===== src/rtl/disp_vramrd_pkg.sv =====
// disp_vramrd_pkg: shared definitions for the VRAM frame read master.
//   state_t       FSM state encoding (IDLE=0, WAITBUF=1, ADDR=2, DATA=3)
//   RRESP_OKAY    AXI OKAY response code
//   stride_bytes  address step between consecutive bursts
//   nburst        number of bursts that make up one frame
package disp_vramrd_pkg;

  typedef enum logic [1:0] {
    ST_IDLE    = 2'd0,
    ST_WAITBUF = 2'd1,
    ST_ADDR    = 2'd2,
    ST_DATA    = 2'd3
  } state_t;

  localparam logic [1:0] RRESP_OKAY = 2'b00;

  // One AXI beat is 64 bits wide and carries two 24-bit pixels.
  localparam int BEAT_BYTES = 8;

  function automatic int stride_bytes(input int burst_len);
    return burst_len * BEAT_BYTES;
  endfunction

  function automatic int nburst(input int hpix, input int vpix, input int burst_len);
    return (hpix * vpix) / (2 * burst_len);
  endfunction

endpackage


===== src/rtl/disp_vramrd_addrgen.sv =====
// disp_vramrd_addrgen: frame base latch, burst counter and burst address.
// Ports:
//   ACLK, ARSTN  clock, asynchronous active-low reset
//   start        frame accepted: latch aligned base, clear burst counter
//   base_in      frame base address (DISPADDR)
//   ld_addr      load araddr for the burst about to be requested
//   advance      a non-final burst has finished; step the burst counter
//   araddr       address of the current burst (held between loads)
//   last_burst   current burst is the final one of the frame
module disp_vramrd_addrgen
  import disp_vramrd_pkg::*;
#(
  parameter int HPIX      = 640,
  parameter int VPIX      = 480,
  parameter int BURST_LEN = 16,
  parameter int ADDR_W    = 32
) (
  input  logic              ACLK,
  input  logic              ARSTN,
  input  logic              start,
  input  logic [ADDR_W-1:0] base_in,
  input  logic              ld_addr,
  input  logic              advance,
  output logic [ADDR_W-1:0] araddr,
  output logic              last_burst
);

  localparam int NBURST = nburst(HPIX, VPIX, BURST_LEN);
  localparam int STRIDE = stride_bytes(BURST_LEN);
  localparam int SHIFT  = $clog2(STRIDE);
  localparam int CNT_W  = (NBURST > 1) ? $clog2(NBURST) : 1;

  localparam logic [CNT_W-1:0]  LAST_CNT   = CNT_W'(NBURST - 1);
  // Forcing the base onto a burst-size boundary keeps every burst inside
  // one 4 KB page, since the stride is a power of two no larger than 128.
  localparam logic [ADDR_W-1:0] ALIGN_MASK = ~ADDR_W'(STRIDE - 1);

  logic [ADDR_W-1:0] base_q;
  logic [CNT_W-1:0]  burst_cnt;
  logic [ADDR_W-1:0] offset;

  // Address wraps modulo 2^ADDR_W by construction of the adder width.
  assign offset     = ADDR_W'(burst_cnt) << SHIFT;
  assign last_burst = (burst_cnt == LAST_CNT);

  always_ff @(posedge ACLK or negedge ARSTN) begin
    if (!ARSTN) begin
      base_q    <= '0;
      burst_cnt <= '0;
      araddr    <= '0;
    end else begin
      if (start) begin
        base_q    <= base_in & ALIGN_MASK;
        burst_cnt <= '0;
      end else if (advance) begin
        burst_cnt <= burst_cnt + 1'b1;
      end
      if (ld_addr) begin
        araddr <= base_q + offset;
      end
    end
  end

endmodule


===== src/rtl/disp_vramrd.sv =====
// disp_vramrd: AXI4 read master that streams one display frame from VRAM
// into the display pixel FIFO. One burst is outstanding at a time and a new
// burst is only requested when the FIFO reports room for a full burst.
// Ports:
//   ACLK, ARSTN            clock, asynchronous active-low reset
//   DISPON, VSTART         display enable (level), frame start pulse
//   DISPADDR               frame base address, sampled at frame start
//   BUF_WREADY             FIFO can take one full burst
//   AR*/R*                 AXI4 read address / read data channels
//   FIFOWR, FIFOIN         FIFO write strobe and data (RDATA delayed 1 cycle)
//   BUSY                   frame transfer in progress
//   FRAME_DONE             pulse the cycle after the final FIFO write
// Optional (macro DISP_VRAMRD_ERRCHK_EN):
//   RERR                   sticky error flag (bad RRESP or early RLAST)
//   ERRCNT                 saturating error count
module disp_vramrd
  import disp_vramrd_pkg::*;
#(
  parameter int HPIX      = 640,
  parameter int VPIX      = 480,
  parameter int BURST_LEN = 16,
  parameter int ADDR_W    = 32
) (
  input  logic              ACLK,
  input  logic              ARSTN,
  input  logic              DISPON,
  input  logic              VSTART,
  input  logic [ADDR_W-1:0] DISPADDR,
  input  logic              BUF_WREADY,
  output logic [ADDR_W-1:0] ARADDR,
  output logic [7:0]        ARLEN,
  output logic              ARVALID,
  input  logic              ARREADY,
  input  logic [63:0]       RDATA,
  input  logic [1:0]        RRESP,
  input  logic              RLAST,
  input  logic              RVALID,
  output logic              RREADY,
  output logic              FIFOWR,
  output logic [63:0]       FIFOIN,
  output logic              BUSY,
  output logic              FRAME_DONE
`ifdef DISP_VRAMRD_ERRCHK_EN
  ,
  output logic              RERR,
  output logic [7:0]        ERRCNT
`endif
);

  state_t state, state_nxt;

  logic frame_start;
  logic ld_addr;
  logic beat;
  logic burst_end;
  logic last_burst;
  logic advance;

  logic        vld_p1;
  logic [63:0] fifoin_p1;
  logic        done_p1;
  logic        done_p2;

  assign frame_start = (state == ST_IDLE) & VSTART & DISPON;
  assign ld_addr     = (state == ST_WAITBUF) & BUF_WREADY;
  assign beat        = (state == ST_DATA) & RVALID;
  // Any RLAST ends the burst, whatever the beat count.
  assign burst_end   = beat & RLAST;
  assign advance     = burst_end & ~last_burst;

  assign ARLEN = 8'(BURST_LEN - 1);

  disp_vramrd_addrgen #(
    .HPIX      (HPIX),
    .VPIX      (VPIX),
    .BURST_LEN (BURST_LEN),
    .ADDR_W    (ADDR_W)
  ) u_addrgen (
    .ACLK       (ACLK),
    .ARSTN      (ARSTN),
    .start      (frame_start),
    .base_in    (DISPADDR),
    .ld_addr    (ld_addr),
    .advance    (advance),
    .araddr     (ARADDR),
    .last_burst (last_burst)
  );

  always_ff @(posedge ACLK or negedge ARSTN) begin
    if (!ARSTN) begin
      state <= ST_IDLE;
    end else begin
      state <= state_nxt;
    end
  end

  // DISPON is only consulted at burst boundaries so an accepted AR or a
  // running burst is always carried through to RLAST.
  always_comb begin
    state_nxt = state;
    ARVALID   = 1'b0;
    RREADY    = 1'b0;
    BUSY      = 1'b1;
    case (state)
      ST_IDLE: begin
        BUSY = 1'b0;
        if (VSTART && DISPON) state_nxt = ST_WAITBUF;
      end
      ST_WAITBUF: begin
        if (BUF_WREADY) state_nxt = ST_ADDR;
      end
      ST_ADDR: begin
        ARVALID = 1'b1;
        if (ARREADY) state_nxt = ST_DATA;
      end
      ST_DATA: begin
        RREADY = 1'b1;
        if (RVALID && RLAST) begin
          state_nxt = (last_burst || !DISPON) ? ST_IDLE : ST_WAITBUF;
        end
      end
      default: state_nxt = ST_IDLE;
    endcase
  end

  // Stage p1: registered FIFO write; p2: frame-done one cycle after it.
  always_ff @(posedge ACLK or negedge ARSTN) begin
    if (!ARSTN) begin
      vld_p1    <= 1'b0;
      fifoin_p1 <= '0;
      done_p1   <= 1'b0;
      done_p2   <= 1'b0;
    end else begin
      vld_p1  <= beat;
      if (beat) fifoin_p1 <= RDATA;
      done_p1 <= burst_end & last_burst;
      done_p2 <= done_p1;
    end
  end

  assign FIFOWR     = vld_p1;
  assign FIFOIN     = fifoin_p1;
  assign FRAME_DONE = done_p2;

`ifdef DISP_VRAMRD_ERRCHK_EN
  localparam int BCNT_W = $clog2(BURST_LEN) + 1;
  localparam logic [BCNT_W-1:0] BEAT_LAST = BCNT_W'(BURST_LEN - 1);

  function automatic logic [7:0] sat_inc8(input logic [7:0] v);
    return (v == 8'hFF) ? v : v + 8'd1;
  endfunction

  logic [BCNT_W-1:0] beat_cnt;
  logic              beat_err;
  logic              rerr_q;
  logic [7:0]        errcnt_q;

  assign beat_err = beat & ((RRESP != RRESP_OKAY) | (RLAST & (beat_cnt != BEAT_LAST)));

  always_ff @(posedge ACLK or negedge ARSTN) begin
    if (!ARSTN) begin
      beat_cnt <= '0;
      rerr_q   <= 1'b0;
      errcnt_q <= '0;
    end else begin
      // Counter saturates so an over-long burst cannot alias back to a
      // legal beat position.
      if (state != ST_DATA) begin
        beat_cnt <= '0;
      end else if (beat) begin
        if (RLAST) beat_cnt <= '0;
        else if (beat_cnt != '1) beat_cnt <= beat_cnt + 1'b1;
      end
      if (frame_start) begin
        rerr_q   <= 1'b0;
        errcnt_q <= '0;
      end else if (beat_err) begin
        rerr_q   <= 1'b1;
        errcnt_q <= sat_inc8(errcnt_q);
      end
    end
  end

  assign RERR   = rerr_q;
  assign ERRCNT = errcnt_q;
`else
  // Response code is only inspected by the error checker.
  logic unused_rresp;
  assign unused_rresp = ^RRESP;
`endif

endmodule

===== config.mk =====
export PLATFORM = sky130hd
export DESIGN_NAME = disp_vramrd
export DESIGN_NICKNAME = d
export VERILOG_FILES = /design/src/rtl/disp_vramrd_pkg.sv /design/src/rtl/disp_vramrd_addrgen.sv /design/src/rtl/disp_vramrd.sv
export SDC_FILE = /design/constraint.sdc
export NUM_CORES = 1
export LEC_CHECK = 0
export CAP_MARGIN = 5
export CORE_ASPECT_RATIO = 0.5
export CORE_UTILIZATION = 46
export DETAILED_ROUTE_END_ITERATION = 10
export PLACE_DENSITY = 0.81
export SLEW_MARGIN = 5
export SYNTH_ARGS = -nofsm -noshare
export SYNTH_HDL_FRONTEND = slang
export SYNTH_SLANG_ARGS = --single-unit

===== constraint.sdc =====
create_clock -name ACLK -period 4.1 [get_ports ACLK]
set_clock_uncertainty 0.2 [all_clocks]
set_input_delay 0.615 -clock ACLK [delete_from_list [all_inputs] [get_ports ACLK]]
set_output_delay 0.615 -clock ACLK [all_outputs]
set_load 0.02 [all_outputs]

* Yosys cells after proc, flatten, opt, wreduce, memory -nomap -nowiden
Cells that the tools add are included.
** Cells by class
- Add/subtract/negate cells :: 2
- Equal/unequal tests :: 8
- Mux-type cells :: 11
- Bitwise logic cells :: 8
- Reduce and logical (&&, ||, !) cells :: 7
** Operators with widths (count)
- adder 32 x 21 -> 32 bit :: 1
- two-way mux 14 bit :: 2
- adder 14 x 1 -> 14 bit (second input constant) :: 1
- equality test 14 bit (second input constant) :: 1
- two-way mux 2 bit :: 4
- case mux 2 bit (4 select lines) :: 1
- bitwise AND 1 bit :: 7
- equality test 2 bit (second input constant) :: 2
- two-way mux 1 bit :: 4
- != test 2 x 1 -> 1 bit (second input constant) :: 2
- != test 2 bit (second input constant) :: 2
- AND reduction 4 bit :: 1
- equality test 2 x 1 -> 1 bit (second input constant) :: 1
- logical AND 1 bit :: 2
- zero test 2 bit :: 1
- nonzero test 2 bit :: 1
- zero test 1 bit :: 1
- logical OR 1 bit :: 1
- NOT 1 bit :: 1
** Word-level totals
- Bits in registers :: 140
- Input port bits :: 106
- Output and inout port bits :: 109

* Logic depth before layout (Yosys ltp)
- Depth in word-level cells :: 6
- Mapped depth :: 9
- Gate-level depth less buffers :: 8

* Modules after synthesis
Synthesis repeated with hierarchy kept, for this count alone.
** Unflattened totals
- Cell total of the unflattened synthesis :: 504
- Area total of the unflattened synthesis :: 6301.0 um2
** By module, submodules not included
- disp_vramrd_addrgen :: instances 1, cells an instance 328, area an instance 3563.4 um2, sequential area each 1601.5 um2
- disp_vramrd :: instances 1, cells an instance 176, area an instance 2737.6 um2, sequential area each 1726.7 um2

* Worst setup path before layout
No wires, ideal clock.
- Path type :: register -> register
- Start point :: register u_addrgen.burst_cnt[0]
- End point :: register u_addrgen.araddr[25]
- Setup time :: 126 ps
- Arrival time :: 2553 ps
- Path slack :: 1221 ps
- Cell stages (with the launch flop) :: 10
- Cell sequence :: dfrtp_1 -> ha_1 -> fa_1 -> a211o_1 -> a211o_1 -> a41o_2 -> a31oi_4 -> buf_6 -> nor4b_1 -> a311o_1
** Between the ends
- Cells in the longest elaborated chain, start to end :: 1
** RTL lines
- start: declaration :: RTL line disp_vramrd_addrgen.sv:39 : logic [CNT_W-1:0] burst_cnt;
- start signal: assignment :: RTL line disp_vramrd_addrgen.sv:56 : burst_cnt <= burst_cnt + 1'b1;
- adder 32 x 21 -> 32 bit :: RTL line disp_vramrd_addrgen.sv:59 : araddr <= base_q + offset;
- end signal: assignment :: RTL line disp_vramrd_addrgen.sv:59
- end: declaration :: RTL line disp_vramrd_addrgen.sv:24 : output logic [ADDR_W-1:0] araddr,
Every way passes these cells.
A chain may end at the register's enable or synchronous reset.

* Worst setup path after layout
Ends and elaborated chain as after synthesis.

==> impl_metrics.json <==
{
  "gpl.final_weighted_congestion": 0.824,
  "cp_cell_sequence": "ha_1, fa_1, a211o_1, a211o_1, a41o_2, a31oi_4, nor4b_1, a311o_1",
  "die_h_um": 83.9,
  "synth_enable_flop_cells": 0,
  "area_growth_pct": 42.6,
  "post-route-period-util_pct": 75.9,
  "critPathKind": "reg2reg",
  "ctsResizeCount": 0,
  "slew_violations": 0,
  "io_buffers": 190,
  "worst_ir_drop_vdd_v": 0.000336,
  "yosysTopAreaCell": "dfrtp_1",
  "crit_path_start_kind": "flop",
  "p_leak_nw": 3.82,
  "n_fill_cell": 920,
  "setup.worst_path.start": "u_addrgen.burst_cnt[0]$_DFFE_PN0P_",
  "antenna_cells": 0,
  "worstPathRequired_ns": 4.20,
  "setup_violations": 0,
  "tightest_slew_ns": 0.875,
  "grtUsageTotal_pct": 21.1,
  "cts_tree": "done",
  "grt_max_degree": 66,
  "layout-drive-gt1-share_pct": 19.5,
  "drt-pass1-iter-count": 7,
  "cp-end-kind": "flop",
  "utilization_pct": 68.3,
  "critPathSlowestCell": "fa_1",
  "clk_pin_slew_worst_paths_ns": 0.06,
  "grt_remaining_overflow": 0,
  "powerDensity_nw_per_um2": 771,
  "synth_top_flop_cell": "dfrtp_1",
  "clock_sinks": 133,
  "wl_per_cell_um": 15.6,
  "maxCapViolCount": 0,
  "vias_per_cell": 5.07,
  "yosysSeqAreaShare_pct": 53.9,
  "path_max_fanout": 11,
  "syn-instance-count": 515,
  "reg2reg_from": "u_addrgen.burst_cnt[0]$_DFFE_PN0P_",
  "syn-mean-instance-area_um2": 12.0,
  "synthDistinctLibCells": 56,
  "cts_max_level": 4,
  "fin_nets": 832,
  "max_freq_mhz": 321,
  "rsz0062_at_grt": "false",
  "register_area_um2": 3330,
  "netlist_top_cells_area": "dfrtp_1, mux2_2, ha_1",
  "core_um2": 12900,
  "drc_errors": 15,
  "clock_latency_ns": 0.41,
  "rows": 29,
  "ant_nets": 0,
  "holdCritPathClass": "in2async",
  "max_stage_delay_ns": 0.43,
  "outcome": "complete, but fails checks",
  "finalCriticalPeriod_ns": 3.11,
  "hpwl_um": 10000,
  "vias": 4504,
  "postCtsSetupBuffers": 0,
  "async_reset_ff_share_pct": 100,
  "ioPinCount": 215,
  "antenna_found_initial": 0,
  "postCtsHoldBufs": 0,
  "cts_root_buf": "clkbuf_16",
  "grt_pass1_vias": 4467,
  "grt_pass1_wl_um": 23100,
  "cts_buffers": 17,
  "fin_setup_tns_ns": 0,
  "crit_top_cell": "a211o_1",
  "multi_input_area_um2": 2660,
  "syn_area_um2": 6170,
  "start_util_pct": 47.9,
  "cts_max_path_buffers": 2,
  "synth_seq_cells": 133,
  "hold_violations": 0,
  "yosys_warnings": 0,
  "dieArea_um2": 13900,
  "first_iter_violations": 356,
  "critPathArrivalTime_ns": 3.21,
  "yosys.area.top_type_share_pct": 53.9,
  "violations": "DRC",
  "totalWireLength_um": 13900,
  "die_w_um": 166,
  "slew_headroom_pct": 41.5
}
==> cell type report <==
| type | count | area share, % |
|---|---|---|
| clock buffer | 17 | 4.83 |
| clock inverter | 15 | 2.30 |
| multi-input combinational | 350 | 30.2 |
| timing repair buffer | 195 | 22.0 |
| sequential | 133 | 37.8 |
| inverter | 9 | 0.384 |
| tap | 170 | 2.42 |
==> cell families after synthesis <==
family / count (synthesis) / synth area share, %
buf+inv: 45 / 3.87
other cells: 2 / 0.122
compound gates: 75 / 7.93
mux: 89 / 16.2
simple gates: 122 / 9.65
xor+xnor: 29 / 4.12
fa+ha+maj: 20 / 4.18
flops: 133 / 53.9
==> layout by cell type, fill, tap and decap left out, types with 2 or more instances in the layout <==
cell type | synthesis | final
nand4_1 | 3 | 3
mux2_2 | 88 | 88
clkinvlp_4 | 0 | 2
buf_4 | 16 | 6
nor3_1 | 3 | 3
ha_1 | 19 | 19
nor4b_1 | 2 | 2
or4_2 | 3 | 3
bufinv_16 | 0 | 4
nor2_1 | 24 | 23
o21ai_0 | 32 | 32
a21o_1 | 6 | 6
and3_1 | 7 | 7
and2_1 | 3 | 2
or3_1 | 3 | 3
xnor2_1 | 13 | 13
inv_6 | 0 | 3
conb_1 | 2 | 15
clkbuf_16 | 0 | 17
clkinv_4 | 0 | 3
nand3_1 | 17 | 17
clkinv_2 | 0 | 3
inv_1 | 9 | 9
a22oi_1 | 3 | 3
a21oi_1 | 11 | 11
a21o_2 | 3 | 3
a211o_1 | 2 | 2
a221oi_1 | 2 | 2
nand2_1 | 46 | 46
dfrtp_1 | 133 | 133
clkdlybuf4s50_1 | 0 | 189
xor2_1 | 16 | 16
a31oi_1 | 3 | 3
==> final timing paths <==
check | slack (ns) | cells after the start | endpoint
worst max-delay path | 0.99 | 8 | u_addrgen.araddr[25]$_DFFE_PN0P_
worst min-delay path | 0.07 | 1 | FIFOIN[32]$_DFFE_PN0P_
worst max register to register | 0.99 | 8 | u_addrgen.araddr[25]$_DFFE_PN0P_
worst min register to register | 0.15 | 0 | FRAME_DONE$_DFF_PN0_
max in group asynchronous | 2.66 | 2 | u_addrgen.base_q[29]$_DFFE_PN0P_
min in group ACLK | 0.15 | 0 | FRAME_DONE$_DFF_PN0_
==> flip-flops by register name (all words and copies together) (netlist names) <==
name and flops:
u_addrgen.araddr 25, u_addrgen.burst_cnt 14, u_addrgen.base_q 25, state 2
FRAME_DONE 1, FIFOIN 64, FIFOWR 1, done_p1 1
==> critical path: cells and delay by family, from the launching register on <==
kind	cells	cell delay (ns)
AOI/OAI and AO/OA	5	1.60
adders and majority gates	2	0.67
DFF	1	0.42
and+or+nand+nor	1	0.10
==> Yosys cell counts, drive strengths merged (5+ instances only) <==
cell and n:
ha 19, xnor2 13, buf 24, and3 7, a21o 9, nand3 17
xor2 16, dfrtp 133, nor2 24, nand2 46, clkbuf 12, inv 9
a21oi 11, or4 5, o21ai 32, mux2 88
==> where the power goes <==
| part | internal [W] | switching [W] |
|---|---|---|
| clock | 0.00102 | 0.000592 |
| sequential | 0.00190 | 0.000361 |
| combinational | 0.00151 | 0.00140 |
==> through the flow <==
stage / instances / area (um^2) / hold WS [ns] / power [W] / setup slack, ns
after floorplan: 528 / 6220 / 0.119 / 0.00389 / 1.22
after global placement: 857 / 8170 / 0.132 / 0.00512 / 1.04
after detailed placement: 857 / 8170 / 0.136 / 0.00521 / 1.00
after CTS: 889 / 8800 / 0.104 / 0.00685 / 0.991
after global routing: 889 / 8800 / 0.123 / 0.00717 / 0.891
final: 889 / 8800 / 0.0708 / 0.00679 / 0.988
==> per-layer routing <==
metal | global-route usage [%] | up-vias | wire length (um)
met5 | 0 | - | 0
met4 | 7.31 | 0 | 160
met3 | 4.55 | 13 | 599
met2 | 35.3 | 118 | 6980
met1 | 27.4 | 2198 | 6150
li1 | - | 2175 | -
(Power assumes the default switching activity.)
